--- config.mk ---
export PLATFORM = sky130hd
export DESIGN_NAME = spi_mem_if
export DESIGN_NICKNAME = d
export VERILOG_FILES = /design/src/rtl/spi_mem_if.sv
export SDC_FILE = /design/constraint.sdc
export NUM_CORES = 1
export LEC_CHECK = 0
export CAP_MARGIN = 20
export CELL_PAD_IN_SITES_DETAIL_PLACEMENT = 1
export CELL_PAD_IN_SITES_GLOBAL_PLACEMENT = 2
export CORE_MARGIN = 3
export CORE_UTILIZATION = 39
export DETAILED_ROUTE_END_ITERATION = 6
export HOLD_SLACK_MARGIN = 0.06
export PLACE_DENSITY_LB_ADDON = 0.2
export SETUP_SLACK_MARGIN = 0.4
export SLEW_MARGIN = 20
export SYNTH_ARGS = -nofsm -noshare
export SYNTH_HDL_FRONTEND = slang
export SYNTH_SLANG_ARGS = --single-unit
--- constraint.sdc ---
create_clock -name clk -period 3.25 [get_ports clk]
set_input_delay 0.65 -clock clk [delete_from_list [all_inputs] [get_ports clk]]
set_output_delay 0.65 -clock clk [all_outputs]
set_load 0.005 [all_outputs]
--- src/rtl/spi_mem_if.sv ---
// rtl/spi_mem_if.sv - SAP-3 memory stage backed by a mode-0 SPI SRAM
module spi_mem_if #(
  parameter int         ADDR_W  = 16,
  parameter int         CLK_DIV = 2,
  parameter logic [7:0] RD_CMD  = 8'h03,
  parameter logic [7:0] WR_CMD  = 8'h02
) (
  input  logic        clk,
  input  logic        rst_n,
  input  logic [15:0] bus,
  input  logic        mar_we,
  input  logic        ram_we,
  output logic [7:0]  mem_out,
  output logic        ready,
  output logic        err,
  output logic        spi_cs_n,
  output logic        spi_sck,
  output logic        spi_mosi,
  input  logic        spi_miso
);

  localparam int DW = (CLK_DIV > 1) ? $clog2(CLK_DIV) : 1;
  localparam logic [DW-1:0] DIV_MAX = DW'(CLK_DIV - 1);

  typedef enum logic [2:0] {
    S_IDLE,
    S_START,
    S_CMD,
    S_ADDR,
    S_DATA,
    S_DONE
  } state_t;

  state_t            state, state_nxt;
  logic [DW-1:0]     div_cnt;
  logic [5:0]        half_cnt;   // counts sck toggles, 64 per transaction
  logic [31:0]       tx_sr;      // {opcode, address, write byte}, shifted out MSB first
  logic [7:0]        rx_sr;
  logic [7:0]        wdata;
  logic              is_wr;
  logic [ADDR_W-1:0] mar;
  logic              accept_rd, accept_wr, tick;

  assign ready     = (state == S_IDLE);
  // mar_we has priority; a simultaneous ram_we is dropped
  assign accept_rd = ready && mar_we;
  assign accept_wr = ready && ram_we && !mar_we;
  assign tick      = (div_cnt == DIV_MAX);

  // State register
  always_ff @(posedge clk) begin
    if (!rst_n) state <= S_IDLE;
    else        state <= state_nxt;
  end

  // Next-state: phase boundaries fall on the sck falling edge ending each field
  always_comb begin
    state_nxt = state;
    case (state)
      S_IDLE:  if (accept_rd || accept_wr) state_nxt = S_START;
      S_START: state_nxt = S_CMD;
      S_CMD:   if (tick && half_cnt == 6'd15) state_nxt = S_ADDR;
      S_ADDR:  if (tick && half_cnt == 6'd47) state_nxt = S_DATA;
      S_DATA:  if (tick && half_cnt == 6'd63) state_nxt = S_DONE;
      S_DONE:  state_nxt = S_IDLE;
      default: state_nxt = S_IDLE;
    endcase
  end

  // Datapath: request capture, SPI shifting, error flag and result update
  always_ff @(posedge clk) begin
    if (!rst_n) begin
      mar      <= '0;
      mem_out  <= 8'h00;
      err      <= 1'b0;
      spi_cs_n <= 1'b1;
      spi_sck  <= 1'b0;
      spi_mosi <= 1'b0;
      div_cnt  <= '0;
      half_cnt <= 6'd0;
      tx_sr    <= 32'h0;
      rx_sr    <= 8'h00;
      wdata    <= 8'h00;
      is_wr    <= 1'b0;
    end else begin
      if ((mar_we || ram_we) && !ready) err <= 1'b1;
      if (ready && mar_we && ram_we)    err <= 1'b1;

      case (state)
        S_IDLE: begin
          if (accept_rd) begin
            mar   <= bus[ADDR_W-1:0];
            is_wr <= 1'b0;
            tx_sr <= {RD_CMD, 16'(bus[ADDR_W-1:0]), 8'h00};
          end else if (accept_wr) begin
            is_wr <= 1'b1;
            wdata <= bus[7:0];
            tx_sr <= {WR_CMD, 16'(mar), bus[7:0]};
          end
        end
        S_START: begin
          // cs_n falls with the first bit already on mosi
          spi_cs_n <= 1'b0;
          spi_sck  <= 1'b0;
          spi_mosi <= tx_sr[31];
          tx_sr    <= {tx_sr[30:0], 1'b0};
          div_cnt  <= '0;
          half_cnt <= 6'd0;
        end
        S_CMD, S_ADDR, S_DATA: begin
          if (tick) begin
            div_cnt  <= '0;
            spi_sck  <= ~spi_sck;
            half_cnt <= half_cnt + 6'd1;
            if (spi_sck) begin
              // falling edge: present the next bit, none after the last one
              if (half_cnt != 6'd63) begin
                spi_mosi <= tx_sr[31];
                tx_sr    <= {tx_sr[30:0], 1'b0};
              end
            end else begin
              rx_sr <= {rx_sr[6:0], spi_miso};
            end
          end else begin
            div_cnt <= div_cnt + DW'(1);
          end
        end
        S_DONE: begin
          spi_cs_n <= 1'b1;
          spi_mosi <= 1'b0;
          mem_out  <= is_wr ? wdata : rx_sr;
        end
        default: ;
      endcase
    end
  end

endmodule

# Yosys cells after proc, flatten, opt, wreduce, memory -nomap -nowiden

Cells that the tools add are included.

Bits in registers: 87
Bits of input ports: 21
Output and inout port bits: 13
Logic and storage cells: 89

Add/subtract/negate cells: 2
Equality and inequality tests: 17
Multiplexer cells: 27
Bitwise logic cells: 2
Reduce and logical (&&, ||, !) cells: 28

Operators by type and width:

| cell                                           | number |
|---|---|
| 2-to-1 mux 32 bit                              | 5 |
| case mux 32 bit (3 select lines)               | 1 |
| case mux 3 bit (5 select lines)                | 1 |
| == test 6 bit (second input constant)          | 2 |
| 2-to-1 mux 3 bit                               | 4 |
| != test 2 bit (second input constant)          | 6 |
| case mux 6 bit (2 select lines)                | 1 |
| 2-to-1 mux 1 bit                               | 9 |
| logical AND 1 bit                              | 8 |
| 2-to-1 mux 8 bit                               | 1 |
| AND reduction 4 bit                            | 2 |
| nonzero test 2 bit                             | 4 |
| adder 6 x 1 -> 6 bit (second input constant)   | 1 |
| == test 3 x 2 -> 1 bit (second input constant) | 2 |
| == test 3 bit (second input constant)          | 2 |
| == test 6 x 4 -> 1 bit (second input constant) | 1 |
| 2-to-1 mux 6 bit                               | 1 |
| != test 6 bit (second input constant)          | 1 |
| case mux 1 bit (2 select lines)                | 3 |
| AND reduction 2 bit                            | 3 |
| AND reduction 3 bit                            | 2 |
| nonzero test 3 bit                             | 2 |
| AND reduction 5 bit                            | 1 |
| == test 3 x 1 -> 1 bit (second input constant) | 1 |
| other kinds (9)                                | 12 |

# Depth between registers and ports, before layout

Gate-level depths: netlist of the first run.

Word-level depth: 6
Mapped depth: 9
Depth with buffers taken out: 5

# Worst setup path after synthesis of the first run

Ideal clock, no wire load.

Kind: input-to-reg
Start point: input mar_we
End point: register tx_sr[16]
Library setup time: 0.122 ns
Data arrival time: 1.774 ns
Required time: 3.128 ns
Setup slack: 1.355 ns
Stages: 5
Buffers on the path: 1
Cell sequence: nor4b_4 -> buf_6 -> mux2_2 -> o21ai_0 -> mux2i_1

Longest elaborated chain between the ends: 4
Elaborated cells on any way between the ends: 7
Those cells by class: eq/ne (1); mux (2); reduce/logical (4)

Ends and longest elaborated chain:

| element                                 | line | source |
|---|---|---|
| start, declared                         | 11   | `input logic mar_we,` |
| logical NOT 1 bit                       | 47   | `assign accept_wr = ready && ram_we && !mar_we;` |
| logical AND 1 bit                       | 47   |  |
| != test 3 x 1 -> 1 bit (no source line) | -    |  |
| AND reduction 5 bit (no source line)    | -    |  |
| end signal, assigned                    | 94   | `tx_sr <= {RD_CMD, 16'(bus[ADDR_W-1:0]), 8'h00};` |
| end signal, assigned                    | 98   | `tx_sr <= {WR_CMD, 16'(mar), bus[7:0]};` |
| end signal, assigned                    | 106  | `tx_sr <= {tx_sr[30:0], 1'b0};` |
| end, declared                           | 37   | `logic [31:0] tx_sr;` |

Several ways; a longest one is shown, not always the timed one.
A chain may end at the register's enable or synchronous reset.

# Worst setup path in the final report of the first run

Start point: register state[0]
End point: output ready

Longest elaborated chain between the ends: 1

Ends and longest elaborated chain:

| element                | line | source |
|---|---|---|
| start, declared        | 34   | `state_t state, state_nxt;` |
| start signal, assigned | 53   | `else state <= state_nxt;` |
| logical NOT 3 bit      | 44   | `assign ready = (state == S_IDLE);` |
| end, declared          | 14   | `output logic ready,` |

Every way passes these cells.

==> impl_results.md, run 1 <==
- Wire per inst: 15.8 µm
- Antenna cells: 0
- Compound-gate portion of the synthesized area: 0.168
- Synth Instances: 426
- Sequential area share after synthesis: 0.442
- Post-Synth Simple-Gate Area: 0.163
- Initial DRT Pass Iterations: 4
- Critical path data required time: 2600 ps
- Max VDD drop: 0.287 mV
- Syn. warnings: 0
- Mux cell area share after synthesis: 0.167
- Layout cells sized above 1: 0.108
- RSZ-0062 raised after global routing: false
- Buffers from clock root to sink, at most: 2
- Number of global-route vias before repair: 3210
- Post-synthesis xor/xnor area fraction: 0.00222
- Status: completed
- Worst Setup Start Kind: register
- Insertion delay to the later sink of the worst-skew pair: 350 ps
- CP endpoint kind: output port
- CTS Hold Bufs: 0
- Post_cts resized: 0
- Number of antenna violations at the first check in global routing: 0
- Post-synthesis register bit count: 87
- # setup viols final: 0
- Tmin final: 2700 ps
- Top cell type's share of synthesized area: 0.442
- Setup CP Type: register to output port
- Fmax: 370 MHz
- Fraction of synthesis flops using an asynchronous set or reset pin: 0
- Utilization after layout: 0.470
- First DRT Iteration DRCs: 141
- Routed wire length: 9.23 mm
- Mean Syn Cell Area: 9.25 µm²
- First-pass GRT wire length: 15.8 mm
- Power Total: 0.00259 W
- Post-route ant nets: 0
- Max-cap viol count: 0
- Final net count: 470
- Worst hold path type: register to register
- Crit path max fanout: 12
- Post-synthesis adder-cell area fraction: 0.00317
- Top cells by area, synth: dfxtp_1 (44%), mux2i_1 (12%), mux2_2 (4.3%), nand2_1 (3.8%), o21ai_0 (3.8%)
- Setup TNS Final: 0 ps
- WP data arrival: 2050 ps
- DR vias/cell: 5.29
- TritonCTS clock tree: built
- Grt total ovfl: 0
- IO Pins: 34
- Netlist cell types: 46
- Reg2reg setup slack: 1030 ps
- Die width: 107 µm
- CORE AREA: 9820 µm²
- Gr usage total: 0.172
- Most used DFF post-synth: dfxtp_1
- Htree depth: 3
- Pwr Density: 562 nW/µm²
- Worst slack, placed: 690 ps
- EDFF count, synth: 0
- Largest family of logic cells by synthesized area: compound AO/OA/AOI/OAI gates
- Mapped Area: 3940 µm²
- Crit share post-route: 0.831
- Initial Util: 0.401
- Clock Sinks: 87
- Layout area overhead: 17.1%
- Dpl hpwl: 6.26 mm
- DRC: 0
- Post-Syn Nets: 448
- Rows: 36
- Setup WS post-layout: 548 ps
- Die Height: 107 µm
- Die ar.: 11300 µm²
- Final Hold Vio Count: 0
- Worst-path clk slew: 80 ps
- Post-CTS Setup Bufs: 0
- Worst slew pin tran: 950 ps
- Routability-driven placement congestion ratio: 0.754
- Clock Tree Root: clkbuf_8
- Cell taking the most area after synthesis: dfxtp_1
- Rel. slew slack: 0.363
- PortBufs: 33
- Via count: 3097
- Final Max Tran Viols: 0
- Pin count of the biggest net entering global routing: 41
- Clk_skew: 8.93 ps
- Pleak: 1.78 nW
- Cts bufs inserted: 9
==> logic make-up after synthesis <==
group | after synthesis
AOI/OAI and AO/OA | 98
muxes | 64
xor gates and xnor gates | 1
adders and majority gates | 1
DFF | 87
buffers and inverters | 49
and+or+nand+nor | 126
==> through the flow <==
step / hold slack (ps) / instances / instance area (µm²)
4_1_cts: 469 / 585 / 4610
2_1_floorplan: 434 / 426 / 3940
5_1_grt: 488 / 585 / 4610
6_report: 465 / 585 / 4610
3_3_place_gp: 445 / 570 / 4380
3_5_place_dp: 457 / 570 / 4380
==> synthesized netlist by cell type (5+ instances only) <==
library cell,n
dfxtp_1,87
mux2i_1,49
nand2_1,40
nor2_1,33
o21ai_0,30
clkbuf_1,20
a211oi_1,18
and2_1,15
mux2_2,15
o31a_1,15
inv_1,12
a21oi_1,9
and3_1,8
buf_2,8
o22ai_1,8
nand3_1,5
==> registers in the layout, indices dropped and copies added, names as in the netlist <==
name      count
div_cnt       1
err           1
half_cnt      6
is_wr         1
mar          16
mem_out       8
rx_sr         8
spi_cs_n      1
spi_mosi      1
spi_sck       1
state         3
tx_sr        32
wdata         8
==> worst paths after layout <==
check	startpoint	to	cells past startpoint
max reg2reg	half_cnt[0]$_SDFFE_PN0P_	tx_sr[31]$_SDFFE_PN0P_	5
min	tx_sr[6]$_SDFFE_PN0P_	tx_sr[6]$_SDFFE_PN0P_	2
min reg2reg	tx_sr[6]$_SDFFE_PN0P_	tx_sr[6]$_SDFFE_PN0P_	2
max	state[0]$_SDFFE_PN0P_	ready	3
==> worst max-delay path: stages, from the launching register on <==
cell and delay, ps:
dfxtp_1 470, or3_1 470, inv_2 210, clkdlybuf4s50_1 550
==> layer usage <==
layer / vias up / track usage / share of wire
met3: 9 / 0.0249 / 0.022
met5: - / 0 / 0
li1: 1553 / - / -
met1: 1500 / 0.227 / 0.50
met2: 35 / 0.290 / 0.47
met4: 0 / 0.0594 / 0.011
==> placed cells by master, fill, tap and decap left out, types with 2 or more instances in the layout <==
cell type and instances:
a211oi_1 18, a21oi_1 9, and2_1 15, and3_1 8, buf_4 12, bufinv_16 3
clkbuf_8 9, clkdlybuf4s50_1 32, clkinv_4 2, dfxtp_1 87, inv_1 12, mux2_2 15
mux2i_1 49, nand2_1 40, nand2b_1 2, nand3_1 5, nand3b_1 3, nor2_1 33
nor3_1 4, nor3b_2 2, o211a_1 2, o211ai_1 3, o21a_1 4, o21ai_0 30
o22ai_1 8, o31a_1 15, o31ai_1 3, or3_1 3, or4_1 4
==> layout make-up <==
class	instances	area, µm²
fill	1170	5200
multi-input combinational	290	1980
sequential	87	1740
timing repair buffer	46	435
tap	133	166
clock buffer	10	128
clock inverter	5	108
inverter	14	52.6
==> report_power, final <==
| group | total (W) | switching, W | internal [W] | leakage, nW |
|---|---|---|---|---|
| Clock | 0.000898 | 0.000388 | 0.000510 | 0.117 |
| Sequential | 0.00121 | 0.0000568 | 0.00116 | 0.710 |
| Combinational | 0.000483 | 0.000261 | 0.000223 | 0.955 |
| Total | 0.00259 | 0.000705 | 0.00189 | 1.78 |
Power figures use the tool's default switching activity.
==> run 2: changes to the inputs <==
--- a/config.mk
+++ b/config.mk
@@ -9,7 +9,7 @@
 export CELL_PAD_IN_SITES_DETAIL_PLACEMENT = 1
 export CELL_PAD_IN_SITES_GLOBAL_PLACEMENT = 2
 export CORE_MARGIN = 3
-export CORE_UTILIZATION = 39
+export CORE_UTILIZATION = 36
 export DETAILED_ROUTE_END_ITERATION = 6
 export HOLD_SLACK_MARGIN = 0.06
 export PLACE_DENSITY_LB_ADDON = 0.2
==> constraint.sdc (replaced) <==
create_clock -name clk -period 2.7 [get_ports clk]
set_input_delay 0.54 -clock clk [delete_from_list [all_inputs] [get_ports clk]]
set_output_delay 0.54 -clock clk [all_outputs]
set_load 0.005 [all_outputs]
==> run 2 against run 1 <==
  * Flip-flop and latch count is the same
  * Worst setup slack lost 86 ps
  * Clock power shrank 2%
  * Design area grew 0.27%
  * Core utilization shrank 2.8 points
  * First-iteration DRC count shrank 48%
  * Clock-buffer cell count grew 1
  * Critical path type unchanged
  * Critical endpoint unchanged
  * Largest power group unchanged
==> impl_results.md, run 2 (same netlist as run 1, synthesis figures left out) <==
- Pin count of the biggest net entering global routing: 71 (+73%)
- Tmin final: 2240 ps
- Post-route ant nets: 0 (unchanged)
- Commonest non-fill, non-tap cell in the layout: dfxtp_1
- Setup TNS Final: 0 ps (unchanged)
- Crit path max fanout: 9 (-3)
- CP max stage delay: 510 ps (-40 ps)
- Post-DP Area: 4410 µm² (+0.71%)
- Routed wire length: 9.06 mm (-1.8%)
- Wire per inst: 15.3 µm (-3.2%)
- Final Hold Vio Count: 0 (unchanged)
- Registers with the most flip-flops: tx_sr x32, mar x16
- PortBufs: 33 (unchanged)
- Pleak: 1.78 nW (-0.17%)
- Layout area overhead: 17.4%
- Status: completed
- Initial DRT Pass Iterations: 4 (unchanged)
- Clk_skew: 12.7 ps (+3.78 ps)
- Antenna cells: 0 (unchanged)
- Setup CP Type: register to output port
- Number of global-route vias before repair: 3103 (-3.3%)
- Dpl hpwl: 6.19 mm (-0.97%)
- Final net count: 474 (+0.85%)
- Worst slew pin tran: 646 ps (-304 ps)
- Number of antenna violations at the first check in global routing: 0 (unchanged)
- CORE AREA: 10500 µm² (+6.5%)
- Pwr Density: 638 nW/µm² (+13%)
- Worst Setup Start Kind: register
- Htree depth: 3 (unchanged)
- Layout cells sized above 1: 0.125 (+0.0163)
- Grt total ovfl: 0 (unchanged)
- DR vias/cell: 5.19 (-2.0%)
- Worst path cell trace: or3_4 > inv_2 > clkdlybuf4s50_1
- CP endpoint kind: output port
- RSZ-0062 raised after global routing: false
- Worst hold path type: primary input to register
- TritonCTS clock tree: built
- Clock Tree Root: clkbuf_8
- WP data arrival: 1700 ps (-350 ps)
- Clock Sinks: 87 (unchanged)
- Rel. slew slack: 0.565 (+0.202)
- Die ar.: 12200 µm² (+7.9%)
- Buffers from clock root to sink, at most: 2 (unchanged)
- Insertion delay to the later sink of the worst-skew pair: 340 ps (about the same)
- Max VDD drop: 0.219 mV (-24%)
- Setup WS post-layout: 462 ps (-86.5 ps)
- Die width: 111 µm (+3.9%)
- Cts bufs inserted: 9 (unchanged)
- Via count: 3077 (-0.65%)
- DRC: 0 (unchanged)
- Rows: 37 (+2.8%)
- Worst-path clk slew: 80 ps (about the same)
- Power Total: 0.00295 W (+14%)
- # setup viols final: 0 (unchanged)
- Post-route cell area: 4630 µm² (+0.27%)
- Gr usage total: 0.149 (-0.0236)
- Slowest-stage cell, CP: clkdlybuf4s50_1
- Final Max Tran Viols: 0 (unchanged)
- Die Height: 111 µm (+3.9%)
- Most frequent cells in the layout: dfxtp_1 (84), mux2i_1 (49), nand2_1 (40), nor2_1 (33), clkdlybuf4s50_1 (32)
- Largest register FFs: 32 (unchanged)
- IO Pins: 34 (unchanged)
- Routability-driven placement congestion ratio: 0.756 (+0.19%)
- Max-cap viol count: 0 (unchanged)
- Fmax: 447 MHz
- First-pass GRT wire length: 15.2 mm (-3.5%)
- Critical path data required time: 2160 ps (-440 ps)
- Initial Util: 0.377 (-0.0247)
- Worst slack, placed: 363 ps (-327 ps)
- First DRT Iteration DRCs: 74 (-48%)
- Most flop-heavy register: tx_sr
- Crit share post-route: 0.829
[run 2: cell types whose count changed in the layout (fill, tap and decap cells not counted), moves of 2 or more]
| cell | previous run | this run |
|---|---|---|
| dfxtp_1 | 87 | 84 |
| buf_4 | 12 | 14 |
| bufinv_16 | 3 | 1 |
| clkinvlp_4 | 0 | 2 |
| dfxtp_2 | 0 | 2 |
[run 2: stage by stage]
| stage | util | hold WS, ps | cells |
|---|---|---|---|
| 2_1_floorplan | - | 434 | 426 |
| 3_3_place_gp | 0.422 | 447 | 575 |
| 3_5_place_dp | 0.422 | 457 | 575 |
| 4_1_cts | 0.441 | 440 | 592 |
| 5_1_grt | 0.442 | 448 | 593 |
| 6_report | 0.442 | 459 | 593 |
[run 2: what timing repair did]
action                                  4_1_cts  5_1_grt
endpoints found under the setup margin        1        1
resized for setup                             2        3
hold buffers                                  0        0
buffers inserted                              1        0
[run 2: cell type report]
class / instances / area [µm²]
Timing Repair Buffer: 50 / 478
Sequential cell: 87 / 1750
Tap cell: 136 / 170
Fill cell: 1241 / 5840
Multi-Input combinational cell: 290 / 1990
Clock buffer: 11 / 131
Clock inverter: 5 / 58.8
Inverter: 14 / 52.6
[run 2: critical path: cells and delay by family, from the launching register on]
family                 cells  cell delay, ps
buffers and inverters      2             610
DFF                        1             380
and+or+nand+nor            1             380
[run 2: layer usage]
metal / vias up / track usage / part of all wire
met5: - / 0 / 0
met4: 0 / 0.0443 / 0.0072
met3: 7 / 0.0296 / 0.033
met2: 39 / 0.246 / 0.47
met1: 1465 / 0.197 / 0.49
li1: 1566 / - / -
[run 2: path summary, 6_finish.rpt]
check | from | to | slack [ps] | cells past startpoint
max | state[1]$_SDFFE_PN0P_ | ready | 460 | 3
min | rst_n | spi_cs_n$_SDFFE_PN1P_ | 460 | 2
max reg2reg | state[1]$_SDFFE_PN0P_ | tx_sr[14]$_SDFFE_PN0P_ | 760 | 8
min reg2reg | tx_sr[23]$_SDFFE_PN0P_ | tx_sr[23]$_SDFFE_PN0P_ | 460 | 2
[run 2: report_power, final]
| part | total, W | switching (W) | internal [W] |
|---|---|---|---|
| Clock | 0.000883 | 0.000454 | 0.000429 |
| Sequential | 0.00146 | 0.0000639 | 0.00139 |
| Combinational | 0.000612 | 0.000322 | 0.000290 |
